### src/rtl/vec_add_if.sv
// Operand/result handshake bundle for vec_add_sequencer: operand pair in, sum vector out.
interface vec_add_if #(
  parameter int WORD_WIDTH  = 31,
  parameter int VECTOR_SIZE = 16
);
  logic                  in_valid;
  logic                  in_ready;
  logic [WORD_WIDTH-1:0] vec1   [0:VECTOR_SIZE-1];
  logic [WORD_WIDTH-1:0] vec2   [0:VECTOR_SIZE-1];
  logic                  out_valid;
  logic                  out_ready;
  logic [WORD_WIDTH-1:0] result [0:VECTOR_SIZE-1];
  logic                  busy;

  modport master (
    output in_valid, vec1, vec2, out_ready,
    input  in_ready, out_valid, result, busy
  );

  modport slave (
    input  in_valid, vec1, vec2, out_ready,
    output in_ready, out_valid, result, busy
  );
endinterface

### src/rtl/vec_add_sequencer.sv
// M31 vector addition folded onto a LANES-wide shared adder, one chunk per cycle.
// Operands are captured on the input handshake; the sum is held until taken downstream.
module m31_adder #(
  parameter int WORD_WIDTH = 31
) (
  input  logic [WORD_WIDTH-1:0] a,
  input  logic [WORD_WIDTH-1:0] b,
  output logic [WORD_WIDTH-1:0] sum
);
  localparam logic [WORD_WIDTH:0] P = {1'b0, {WORD_WIDTH{1'b1}}};

  logic [WORD_WIDTH:0] raw;
  logic [WORD_WIDTH:0] red;

  assign raw = {1'b0, a} + {1'b0, b};
  assign red = raw - P;
  assign sum = (raw >= P) ? red[WORD_WIDTH-1:0] : raw[WORD_WIDTH-1:0];
endmodule

module vector_adder #(
  parameter int WORD_WIDTH = 31,
  parameter int LANES      = 4
) (
  input  logic [LANES-1:0][WORD_WIDTH-1:0] a,
  input  logic [LANES-1:0][WORD_WIDTH-1:0] b,
  output logic [LANES-1:0][WORD_WIDTH-1:0] sum
);
  for (genvar j = 0; j < LANES; j++) begin : g_lane
    m31_adder #(.WORD_WIDTH(WORD_WIDTH)) u_add (
      .a  (a[j]),
      .b  (b[j]),
      .sum(sum[j])
    );
  end
endmodule

module vec_add_sequencer #(
  parameter int WORD_WIDTH  = 31,
  parameter int VECTOR_SIZE = 16,
  parameter int LANES       = 4
) (
  input  logic      clk,
  input  logic      rst,
  vec_add_if.slave  bus
);
  localparam int N  = VECTOR_SIZE / LANES;
  localparam int KW = (N > 1) ? $clog2(N) : 1;
  localparam int IW = (VECTOR_SIZE > 1) ? $clog2(VECTOR_SIZE) : 1;

  if (VECTOR_SIZE % LANES != 0) begin : g_bad_lanes
    $error("vec_add_sequencer: VECTOR_SIZE must be a multiple of LANES");
  end

  typedef enum logic [1:0] {IDLE, RUN, DONE} state_t;

  state_t                state_q;
  logic [KW-1:0]         k_q;
  logic                  out_valid_q;
  logic                  busy_q;
  logic [WORD_WIDTH-1:0] op1_q [0:VECTOR_SIZE-1];
  logic [WORD_WIDTH-1:0] op2_q [0:VECTOR_SIZE-1];
  logic [WORD_WIDTH-1:0] res_q [0:VECTOR_SIZE-1];

  logic [LANES-1:0][WORD_WIDTH-1:0] a_chunk, b_chunk, s_chunk;
  logic                             accept;

  // in_ready is decoded from state; in DONE it follows out_ready so a new pair can ride the drain.
  assign bus.in_ready  = !rst && ((state_q == IDLE) || ((state_q == DONE) && bus.out_ready));
  assign accept        = bus.in_valid && bus.in_ready;
  assign bus.out_valid = out_valid_q;
  assign bus.busy      = busy_q;
  assign bus.result    = res_q;

  // NOTE: every variable gets a default at the top of always_comb so no latch is inferred.
  always_comb begin
    a_chunk = '0;
    b_chunk = '0;
    for (int j = 0; j < LANES; j++) begin
      a_chunk[j] = op1_q[IW'(int'(k_q) * LANES + j)];
      b_chunk[j] = op2_q[IW'(int'(k_q) * LANES + j)];
    end
  end

  vector_adder #(.WORD_WIDTH(WORD_WIDTH), .LANES(LANES)) u_vadd (
    .a  (a_chunk),
    .b  (b_chunk),
    .sum(s_chunk)
  );

  always_ff @(posedge clk) begin
    if (rst) begin
      state_q     <= IDLE;
      k_q         <= '0;
      out_valid_q <= 1'b0;
      busy_q      <= 1'b0;
      // NOTE: the buffers are cleared on reset because a post-reset result must read as zero.
      for (int i = 0; i < VECTOR_SIZE; i++) begin
        op1_q[i] <= '0;
        op2_q[i] <= '0;
        res_q[i] <= '0;
      end
    end else begin
      if (accept) begin
        for (int i = 0; i < VECTOR_SIZE; i++) begin
          op1_q[i] <= bus.vec1[i];
          op2_q[i] <= bus.vec2[i];
        end
      end
      case (state_q)
        IDLE: begin
          if (accept) begin
            state_q <= RUN;
            k_q     <= '0;
            busy_q  <= 1'b1;
          end
        end
        RUN: begin
          for (int j = 0; j < LANES; j++) begin
            res_q[IW'(int'(k_q) * LANES + j)] <= s_chunk[j];
          end
          if (k_q == KW'(N - 1)) begin
            state_q     <= DONE;
            k_q         <= '0;
            out_valid_q <= 1'b1;
          end else begin
            k_q <= k_q + 1'b1;
          end
        end
        DONE: begin
          if (bus.out_ready) begin
            out_valid_q <= 1'b0;
            k_q         <= '0;
            if (bus.in_valid) begin
              state_q <= RUN;
            end else begin
              state_q <= IDLE;
              busy_q  <= 1'b0;
            end
          end
        end
        default: begin
          state_q     <= IDLE;
          out_valid_q <= 1'b0;
          busy_q      <= 1'b0;
        end
      endcase
    end
  end
endmodule

### src/flat_wrapper.sv
// flat-port wrapper written by rule: the top's interface ports become plain ports
module vec_add_sequencer_flat 
#(
  parameter int WORD_WIDTH  = 31,
  parameter int VECTOR_SIZE = 16,
  parameter int LANES       = 4
)
  (clk, rst, bus_in_valid, bus_vec1, bus_vec2, bus_out_ready, bus_in_ready, bus_out_valid, bus_result, bus_busy);
  vec_add_if #(.WORD_WIDTH(WORD_WIDTH), .VECTOR_SIZE(VECTOR_SIZE)) bus_i ();
  input  logic clk;
  input  logic rst;
  input wire logic [$bits(bus_i.in_valid)-1:0] bus_in_valid;
  input wire logic [$bits(bus_i.vec1)-1:0] bus_vec1;
  input wire logic [$bits(bus_i.vec2)-1:0] bus_vec2;
  input wire logic [$bits(bus_i.out_ready)-1:0] bus_out_ready;
  output wire logic [$bits(bus_i.in_ready)-1:0] bus_in_ready;
  output wire logic [$bits(bus_i.out_valid)-1:0] bus_out_valid;
  output wire logic [$bits(bus_i.result)-1:0] bus_result;
  output wire logic [$bits(bus_i.busy)-1:0] bus_busy;
  assign bus_i.in_valid = bus_in_valid;
  assign bus_i.vec1 = {>>{bus_vec1}};
  assign bus_i.vec2 = {>>{bus_vec2}};
  assign bus_i.out_ready = bus_out_ready;
  assign bus_in_ready = bus_i.in_ready;
  assign bus_out_valid = bus_i.out_valid;
  assign bus_result = {>>{bus_i.result}};
  assign bus_busy = bus_i.busy;
  vec_add_sequencer #(.WORD_WIDTH(WORD_WIDTH), .VECTOR_SIZE(VECTOR_SIZE), .LANES(LANES)) u_core (.clk(clk), .rst(rst), .bus(bus_i));
endmodule
### config.mk
export PLATFORM = sky130hd
export DESIGN_NAME = vec_add_sequencer_flat
export DESIGN_NICKNAME = d
export VERILOG_FILES = /design/src/rtl/vec_add_if.sv /design/src/rtl/vec_add_sequencer.sv /design/src/flat_wrapper.sv
export SDC_FILE = /design/constraint.sdc
export NUM_CORES = 2
export LEC_CHECK = 0
export ABC_AREA = 1
export CAP_MARGIN = 20
export CORE_AREA = 2 2 585 587
export DETAILED_ROUTE_END_ITERATION = 8
export DIE_AREA = 0 0 587 589
export HOLD_SLACK_MARGIN = 0.03
export REMOVE_ABC_BUFFERS = 1
export SYNTH_ARGS = -nofsm -noshare
export SYNTH_HDL_FRONTEND = slang
export SYNTH_SLANG_ARGS = --single-unit
### constraint.sdc
create_clock -name clk -period 96.6 [get_ports clk]
set_input_delay 28.98 -clock clk [delete_from_list [all_inputs] [get_ports clk]]
set_output_delay 28.98 -clock clk [all_outputs]
set_load 0.02 [all_outputs]
==> flow_summary.rst <==
.. list-table::
   :header-rows: 1

   * - Metric
     - Value
   * - Transition time of the tightest slew-check pin
     - 1.16 ns
   * - FF+latch count, synth
     - 1,496
   * - Total length of routed wires
     - 351 mm
   * - Post-synth design cell area
     - 79,500 um^2
   * - HPWL reported at the end of detailed placement
     - 270 mm
   * - Mean cell area of the mapped netlist
     - 7.52 um^2
   * - Congestion Overflow GR
     - 0
   * - Setup bufs post-CTS
     - 0
   * - CP max FO
     - 3
   * - Cell count after synthesis
     - 10,568
   * - Sw Share
     - 34.9%
   * - Share of flip-flops with an asynchronous set or reset
     - 0%
   * - Area leader, netlist
     - sky130_fd_sc_hd__edfxtp_1
   * - Layout Area Growth over Synthesis
     - 32.3%
   * - Maximum root-to-sink buffer count
     - 4
   * - Resized Gates After CTS
     - 0
   * - Routability congestion estimate
     - 0.922
   * - Worst slew margin relative to its limit
     - 22.6%
   * - Total track usage
     - 19.4%
   * - Arrival @ worst endpoint
     - 30.62 ns
   * - Layout cells sized above 1
     - 3.58%
   * - Proportion of power drawn by flip-flops and latches
     - 37.8%
   * - Final Hold Viols
     - 0
   * - PwrDens
     - 18.6 nW/um^2
   * - CP dominant cell by count
     - sky130_fd_sc_hd__clkdlybuf4s50_1
   * - Antenna violations before repair
     - 91
   * - Clock latency on the worst-skew pair
     - 0.88 ns
   * - Most frequent cell after synthesis
     - sky130_fd_sc_hd__nor2_1
   * - I/O pin cnt
     - 1,495
   * - Number of rows in the core area
     - 214
   * - Crit Reg-Reg Startpoint
     - u_core.k_q[0]
   * - Crit path setup slack, layout
     - 37.00 ns
   * - Reg clk slew, reported paths
     - 0.05 ns
   * - Clock tree from TritonCTS
     - built
   * - Routed wirelength normalized by instance count
     - 21.2 um
   * - Power share of the clock group
     - 35.2%
   * - Number of maximum-capacitance constraint violations
     - 0
   * - Clock H-tree levels
     - 4
   * - First-pass GRT wire length
     - 493 mm
   * - Worst hold start
     - u_core.bus.busy
   * - DRC errors left
     - 0
   * - Area enclosed by the die boundary
     - 346,000 um^2
   * - Clock root cell
     - sky130_fd_sc_hd__clkbuf_16
   * - Maximum clock frequency
     - 16.8 MHz
   * - Initial cell density of the core
     - 23.5%
   * - RSZ-0062 raised after global routing
     - false
   * - Count of input and output buffers
     - 1,494
   * - DRC marker count from the first detailed-route iteration
     - 5,969
   * - Kind of capture point of the worst setup path
     - primary output
   * - Comb pwr share
     - 26.9%
   * - Core Footprint
     - 339,000 um^2
   * - Net switching power
     - 684 uW
   * - Worst Hold Class
     - flip-flop to flip-flop
   * - Area contributors post-synth
     - sky130_fd_sc_hd__edfxtp_1, sky130_fd_sc_hd__dfxtp_1, sky130_fd_sc_hd__nor2_1, sky130_fd_sc_hd__inv_1, sky130_fd_sc_hd__nand2_1
   * - Result of the run
     - finished, final reports clean
   * - Crit Path Class
     - input port to primary output
   * - Library cell contributing the largest single delay on the critical path
     - sky130_fd_sc_hd__clkdlybuf4s50_1
   * - CTS Buf Count
     - 178
   * - Post-layout util
     - 31.0%
   * - Setup WS pre-CTS
     - 37.01 ns
   * - Post-synth cell types
     - 43
   * - Fraction of the yosys area taken by sequential cells
     - 50.1%
   * - Vias
     - 73,347
   * - Number of warnings printed during yosys synthesis
     - 0
   * - Delay of the slowest cell on the worst path
     - 0.70 ns
   * - Count of flip-flops with a built-in enable after synthesis
     - 992
   * - Max-slew violation count
     - 0
   * - Total iterations of the first detailed-routing run
     - 6
   * - Count of nets after finishing
     - 12,990
   * - Post-detailed-route via-to-cell ratio
     - 4.42
   * - Max Clock Skew
     - 0.0794 ns
   * - Routed Antenna Nets
     - 0
   * - Series of cell instances along the critical path
     - clkdlybuf4s50_1 -> nor2_1 -> nor3_1 -> clkdlybuf4s50_1
   * - Leakage power
     - 0.0485 uW
   * - Pin count of the biggest net entering global routing
     - 160
   * - Internal Pwr Total
     - 1280 uW
   * - Vias in the first global route
     - 69,400
   * - Startpoint type of the worst setup path
     - input port
   * - X dimension of the die
     - 587 um
   * - Minimum setup slack among reg-to-reg paths
     - 88.68 ns
   * - Number of clock sinks
     - 1,496
   * - Portion of the clock cycle consumed by the worst path in the final layout
     - 61.7%
   * - Die boundary height
     - 589 um
   * - Time the worst path needs with I/O delays and setup
     - 59.60 ns
   * - Most frequently used flop master after synthesis
     - sky130_fd_sc_hd__edfxtp_1
   * - Most frequent cells after synthesis
     - sky130_fd_sc_hd__nor2_1, sky130_fd_sc_hd__inv_1, sky130_fd_sc_hd__nand2_1
   * - Critical Path Start
     - bus_out_ready
   * - Data required time of the critical path
     - 67.62 ns
   * - Portion of synthesized cell area occupied by the leading cell type
     - 37.5%
   * - CTS Hold Bufs
     - 0
   * - Accumulated negative setup slack
     - 0 ns
   * - Peak supply drop
     - 15.0 uV
   * - Final-report setup violation count
     - 0
## state kept, by name (all words and copies together) (netlist names), named ones only
signal / cells
u_core.bus.busy: 1
u_core.bus.out_valid: 1
u_core.bus.result: 496
u_core.k_q: 2
u_core.op1_q: 496
u_core.op2_q: 496
u_core.state_q: 2
## stage by stage
stage                     area [um^2]  total power [uW]  hold slack, ns  std cells
after global routing           105000              2050           0.490      16568
after global placement          99100              1280           0.466      16214
final                          105000              1960           0.463      16590
after floorplan                 77700              1060           0.530      10098
after CTS                      105000              1980           0.466      16545
after detailed placement        99100              1280           0.455      16214
## cells in the final DEF (no fill, tap or decap), drive strengths merged
cell type / Yosys / layout
a2111oi: 1 / 1
a211oi: 1 / 1
a21boi: 1 / 1
a21o: 1 / 1
a21oi: 183 / 183
a22oi: 1 / 1
a32oi: 2 / 2
and2: 19 / 19
and3: 5 / 5
buf: 49 / 87
bufinv: 0 / 4
clkbuf: 421 / 269
clkdlybuf4s50: 0 / 1493
clkinv: 5 / 48
clkinvlp: 0 / 3
dfxtp: 504 / 504
diode: 0 / 45
edfxtp: 992 / 992
fa: 4 / 4
ha: 132 / 132
inv: 2039 / 2051
nand2: 1874 / 1874
nand3: 757 / 757
nand3b: 31 / 31
nand4: 94 / 94
nor2: 2274 / 2274
nor3: 43 / 43
nor4: 1 / 1
o21a: 196 / 196
o21ai: 630 / 630
o21bai: 5 / 5
o22ai: 246 / 246
or2: 1 / 1
xnor2: 7 / 7
xor2: 49 / 49
## area by class of cell
cell class              count  area, um^2
flip-flops and latches   1496       39900
multi-input cells        6558       30200
well taps                4536        5680
clock buffers             269        5310
inverters                2044        7720
clock inverters            62         679
repair buffers           1580       15700
fillers                 36374      234000
diodes                     45         113
## cells by family (layout without fill, tap and decap cells)
| kind of cell | Yosys count | in the layout | share of synthesized area [%] |
|---|---|---|---|
| xor gates and xnor gates | 56 | 56 | 0.636 |
| buffers and inverters | 2514 | 3955 | 12.0 |
| adders and majority gates | 136 | 136 | 2.18 |
| and+or+nand+nor | 5099 | 5099 | 26.0 |
| DFF | 1496 | 1496 | 50.1 |
| other | 0 | 45 | 0 |
| AOI/OAI and AO/OA | 1267 | 1267 | 9.05 |
## routing by layer
metal	wire length, um	global-route usage, %
met4	12500	6.80
met3	26900	4.58
met2	170000	33.6
met5	327	0
met1	142000	23.5
## final timing paths
path,endpoint,cells after the start
max,bus_in_ready,4
min,u_core.bus.busy,2
max reg2reg,u_core.bus.result[408],23
min reg2reg,u_core.bus.busy,2
## power by group through the flow
stage	clock [uW]	combinational, uW	sequential, uW
after floorplan	0	289	775
after global placement	0	527	754
after detailed placement	0	529	754
after CTS	708	531	741
after global routing	729	577	745
final	691	528	741
## worst max-delay path: cells and delay by family
kind | cells | cell delay (ns)
AND/OR/NAND/NOR | 2 | 0.45
buffers and inverters | 2 | 1.19
No activity file was read; power rests on OpenSTA's default activity.
